### src/rtl/ee354_numlock_pkg.sv
// Shared definitions for the numlock push-button conditioners and the debug display logic.
// State codes are one-hot so each state bit can be tapped directly as a debug output.
package ee354_numlock_pkg;

    localparam int N_DC_SYN = 20;
    localparam int N_DC_SIM = 3;
    localparam int N_DC_DEF = 4;

    localparam int ST_W = 6;

    // INI idle | WQ press qualify | SCEN accept | WH held | MCEN repeat | CCR release qualify
    typedef enum logic [ST_W-1:0] {
        ST_INI  = 6'b000001,
        ST_WQ   = 6'b000010,
        ST_SCEN = 6'b000100,
        ST_WH   = 6'b001000,
        ST_MCEN = 6'b010000,
        ST_CCR  = 6'b100000
    } state_e;

endpackage

### src/rtl/ee354_sync2.sv
// Two-flop synchroniser for an asynchronous level; both flops clear on reset.
module ee354_sync2 (
    input  logic clk_i,
    input  logic rst_i,
    input  logic d_i,
    output logic q_o
);

    logic meta_q;
    logic sync_q;

    always_ff @(posedge clk_i or posedge rst_i) begin
        if (rst_i) begin
            meta_q <= 1'b0;
            sync_q <= 1'b0;
        end else begin
            meta_q <= d_i;
            sync_q <= meta_q;
        end
    end

    assign q_o = sync_q;

endmodule

### src/rtl/ee354_numlock_btn_cond.sv
// Push-button conditioner: synchronise, debounce press and release, and emit one SCEN
// pulse per accepted press plus repeat (MCEN), held (CCEN) and debounced level (DPB).
module ee354_numlock_btn_cond
    import ee354_numlock_pkg::*;
#(
    parameter int N_DC = N_DC_DEF
) (
    input  logic Clk,
    input  logic reset,
    input  logic PB,
    output logic DPB,
    output logic SCEN,
    output logic MCEN,
    output logic CCEN,
    output logic q_INI,
    output logic q_WQ,
    output logic q_SCEN,
    output logic q_WH,
    output logic q_MCEN,
    output logic q_CCR
);

    localparam logic [N_DC-1:0] CNT_MAX = '1;

    logic            pb_s;
    state_e          state_q, state_d;
    logic [N_DC-1:0] cnt_q, cnt_d;

    ee354_sync2 u_sync (
        .clk_i (Clk),
        .rst_i (reset),
        .d_i   (PB),
        .q_o   (pb_s)
    );

    always_ff @(posedge Clk or posedge reset) begin
        if (reset) begin
            state_q <= ST_INI;
            cnt_q   <= '0;
        end else begin
            state_q <= state_d;
            cnt_q   <= cnt_d;
        end
    end

    // Level changes win over terminal count, so the counter never wraps.
    always_comb begin
        state_d = state_q;
        cnt_d   = cnt_q;
        case (state_q)
            ST_INI: begin
                cnt_d = '0;
                if (pb_s) state_d = ST_WQ;
            end
            ST_WQ: begin
                if (!pb_s) begin
                    state_d = ST_INI;
                    cnt_d   = '0;
                end else if (cnt_q == CNT_MAX) begin
                    state_d = ST_SCEN;
                end else begin
                    cnt_d = cnt_q + 1'b1;
                end
            end
            ST_SCEN: begin
                state_d = ST_WH;
                cnt_d   = '0;
            end
            ST_WH: begin
                if (!pb_s) begin
                    state_d = ST_CCR;
                    cnt_d   = '0;
                end else if (cnt_q == CNT_MAX) begin
                    state_d = ST_MCEN;
                end else begin
                    cnt_d = cnt_q + 1'b1;
                end
            end
            ST_MCEN: begin
                state_d = ST_WH;
                cnt_d   = '0;
            end
            ST_CCR: begin
                if (pb_s) begin
                    state_d = ST_WH;
                    cnt_d   = '0;
                end else if (cnt_q == CNT_MAX) begin
                    state_d = ST_INI;
                    cnt_d   = '0;
                end else begin
                    cnt_d = cnt_q + 1'b1;
                end
            end
            default: begin
                state_d = ST_INI;
                cnt_d   = '0;
            end
        endcase
    end

    always_comb begin
        DPB  = 1'b0;
        SCEN = 1'b0;
        MCEN = 1'b0;
        CCEN = 1'b0;
        case (state_q)
            ST_SCEN: begin
                DPB  = 1'b1;
                SCEN = 1'b1;
                MCEN = 1'b1;
                CCEN = 1'b1;
            end
            ST_WH: begin
                DPB  = 1'b1;
                CCEN = 1'b1;
            end
            ST_MCEN: begin
                DPB  = 1'b1;
                MCEN = 1'b1;
                CCEN = 1'b1;
            end
            ST_CCR: begin
                DPB = 1'b1;
            end
            default: begin
                DPB = 1'b0;
            end
        endcase
    end

    assign q_INI  = (state_q == ST_INI);
    assign q_WQ   = (state_q == ST_WQ);
    assign q_SCEN = (state_q == ST_SCEN);
    assign q_WH   = (state_q == ST_WH);
    assign q_MCEN = (state_q == ST_MCEN);
    assign q_CCR  = (state_q == ST_CCR);

endmodule

### config.mk
export PLATFORM = sky130hd
export DESIGN_NAME = ee354_numlock_btn_cond
export DESIGN_NICKNAME = d
export VERILOG_FILES = /design/src/rtl/ee354_numlock_pkg.sv /design/src/rtl/ee354_sync2.sv /design/src/rtl/ee354_numlock_btn_cond.sv
export SDC_FILE = /design/constraint.sdc
export NUM_CORES = 1
export LEC_CHECK = 0
export ABC_AREA = 1
export ABC_CLOCK_PERIOD_IN_PS = 1300
export CORE_MARGIN = 2
export CORE_UTILIZATION = 40
export CTS_CLUSTER_SIZE = 24
export DETAILED_ROUTE_END_ITERATION = 8
export GPL_TIMING_DRIVEN = 0
export HOLD_SLACK_MARGIN = 0.02
export PLACE_DENSITY_LB_ADDON = 0.05
export SYNTH_ARGS = -nofsm -noshare
export SYNTH_HDL_FRONTEND = slang
export SYNTH_SLANG_ARGS = --single-unit
### constraint.sdc
create_clock -name Clk -period 1.3 [get_ports Clk]
set_input_delay 0.195 -clock Clk [delete_from_list [all_inputs] [get_ports Clk]]
set_output_delay 0.195 -clock Clk [all_outputs]
set_load 0.02 [all_outputs]
==> metrics.yaml <==
timing:
  finalClockSkew_ps: 12.7
  unrepaired_setup_endpoints_after_global_routing: "true"
  final.min_clock_period_ps: 1590
  final_worst_path_cycle_share: 1.22
  remaining_max_slew_budget_at_the_tightest_pin: 0.693
  final_critical_path_setup_slack_ps: -288
  timing_hold_violations_final: 0
  final_max_slew_viol_count: 0
  max_clock_freq_mhz: 630
  report.final.setup_viol: 19
  final.hold.worst_slack_ps: 209
  tightest_slew_ps: 460
yosys:
  synth_area_um2: 822
  synth_cell_type_count: 23
  postSynthCellCount: 103
  synth_top_area_cell: "dfrtp_1"
  synth.cells.most_frequent: "26 x nand2_1, 14 x inv_1, 11 x dfrtp_1, 8 x nor2_1, 7 x nand3_1"
  synth.avg_cell_area_um2: 7.98
  async_reset_ff_frac: 1.00
  top_count_cell_post_synth: "nand2_1"
  synth_enable_flop_cells: 0
  synth-seq-area-share: 0.367
  yosysTopAreaCellShare: 0.335
  synth.area.top_cells: "dfrtp_1 33%, nand2_1 12%, nor2_4 6.8%"
  synth-warning-count: 0
  syn-num-nets: 107
  postSynthRegisterBits: 12
  yosys_most_used_dff: "dfrtp_1"
placed_design:
  detailed_place.area_um2: 996
  place_ws_ps: -560
  globalplace.congestion: 0.796
  dpl.hpwl_mm: 1.35
  portBuffers: 12
  dpl.cell_count: 142
cts:
  clock_sink_count: 12
  htree_num_levels: 1
  tritoncts_clock_tree: "done"
  cts.hold.buffers_added: 0
  clock-root-buffer: "clkbuf_4"
  tritoncts.num_buffers: 3
  clk-insertion-delay-late_ps: 290
  cts-root-to-sink-buffers: 2
  clk_pin_slew_worst_paths_ps: 80
floorplan:
  floorplan.die_area_um2: 2430
  fp.coreArea_um2: 1940
  site_rows: 16
  starting_density: 0.423
  io_pins: 13
  die_width_um: 49.3
  die_height_um: 49.3
global_routing:
  first_global_vias: 825
  grt_antenna_before_repair: 0
  total_global_route_track_usage: 0.189
  global_route_wire_length_before_repair_mm: 3.45
  grt_overflow: 0
  largest_net_degree_at_the_start_of_global_routing: 13
setup_path:
  regToRegStartpoint: "state_q[0]$_DFFE_PP1P_"
  worst-path-max-fanout: 4
  worst-endpoint-required_ps: 1110
  timing_worst_setup_path_type: "reg -> out"
  worstSetupEndpointType: "primary output"
  start_kind: "register"
  worstPathArrival_ps: 1390
  worstSetupStartpoint: "state_q[0]$_DFFE_PP1P_"
final_layout:
  layout.nets: 146
  number_of_antenna_diodes: 0
  final_cells: 168
  final_cell_area_um2: 1320
  fin_util: 0.679
  area_growth_syn_to_layout_pct: 60.4
  fraction_of_final_layout_cells_sized_beyond_drive_strength_1: 0.617
route:
  detail_route.first_pass.iterations: 4
  drc_errors: 0
  finalWirelength_mm: 2.07
  first_iter_violations: 8
  drtAntennaViolNets: 0
  avgViaCountPerCell: 4.82
  route.vias.total: 809
  wl_per_instance_um: 12.3
run_status:
  failed_checks: "setup timing"
  run_status: "finished with violations"
power:
  combPwrFrac: 0.615
  leakagePower_nw: 0.727
  power.sequential.fraction: 0.255
  clock_power_share: 0.130
  power.internal_mw: 1.10
  switching_share: 0.424
  ir_drop_mv: 0.994
  powerDensity_nw_per_um2: 1450
  power.net_switching_mw: 0.812
job:
  max_cap_viol_count: 0
hold_path:
  class_of_the_tightest_hold_or_removal_check: "in -> async"
[timing repair]
| action | in CTS | in global routing |
|---|---|---|
| hold endpoints to repair | 0 | 0 |
| pin swaps | 11 | 8 |
| setup endpoints to repair | 19 | 20 |
| setup buffers | 19 | 4 |
| gates resized for setup | 69 | 24 |
[logic make-up after synthesis]
logic type                 after synthesis  synth area share
AOI/OAI and AO/OA                        5            0.0365
xor gates and xnor gates                 1            0.0107
adders and majority gates                1            0.0152
buffers and inverters                   20            0.0989
DFF                                     12             0.367
and+or+nand+nor                         64             0.472
[stage by stage]
stage	power [mW]	setup TNS [ps]
floorplan	1.07	-2.64
global placement	1.26	-4390
detailed placement	1.28	-4710
CTS	1.82	-3670
global route	2.05	-5100
finish	1.92	-3880
[power groups by stage]
stage / combinational [mW] / clock, mW / sequential (mW)
after floorplan: 0.579 / 0 / 0.492
after global placement: 0.763 / 0 / 0.498
after detailed placement: 0.775 / 0 / 0.501
after CTS: 1.08 / 0.257 / 0.488
after global routing: 1.28 / 0.277 / 0.495
final: 1.18 / 0.248 / 0.490
[per-layer routing]
metal | track usage | vias to the layer above | part of all wire | wire length, µm
met3 | 0.0245 | 7 | 0.027 | 55
met4 | 0.114 | 0 | 0.031 | 65
li1 | - | 395 | - | -
met5 | 0 | - | 0 | 0
met1 | 0.179 | 391 | 0.37 | 761
met2 | 0.374 | 16 | 0.57 | 1180
[state kept, by name, summed over array words and instances, names as in the netlist]
name / cells
cnt_q: 4
state_q: 6
u_sync.meta_q: 1
u_sync.q_o: 1
[worst max-delay path: stages, from the launching register on]
cell and delay (ps):
dfstp_2 570, nor2_4 70, buf_6 120, nand2_4 80
nor2_8 40, buf_4 130, buf_6 120
[cell type report]
class / instances / area (µm²)
Buffer: 2 / 16.3
Sequential cell: 12 / 304
Multi-Input combinational cell: 71 / 553
Tap cell: 27 / 33.8
Clock buffer: 4 / 26.3
Fill cell: 163 / 623
Inverter: 18 / 72.6
Timing Repair Buffer: 34 / 313
[cells in the final DEF (no fill, tap or decap), types with 2 or more instances in the layout]
master and count:
clkbuf_4 3, nand2_4 6, buf_4 18, buf_6 15, nand2_2 8, nand3_4 4, nand2_1 19, dfrtp_2 2
nor2_2 4, nor2_4 5, clkdlybuf4s50_1 2, dfrtp_1 9, nor2_1 4, a21oi_2 2, inv_1 9, nand4_1 5
nand3_2 6, inv_2 8
[path summary, 6_finish.rpt]
check	end	slack, ps	cells past startpoint
setup / recovery	q_CCR	-290	6
hold / removal	state_q[5]$_DFFE_PP0P_	210	2
hold reg to reg	u_sync.q_o$_DFF_PP0_	350	0
setup reg to reg	state_q[3]$_DFFE_PP0P_	-260	11
max in group asynchronous	state_q[0]$_DFFE_PP1P_	740	2
min in group Clk	u_sync.q_o$_DFF_PP0_	350	0
(Power assumes the default switching activity.)
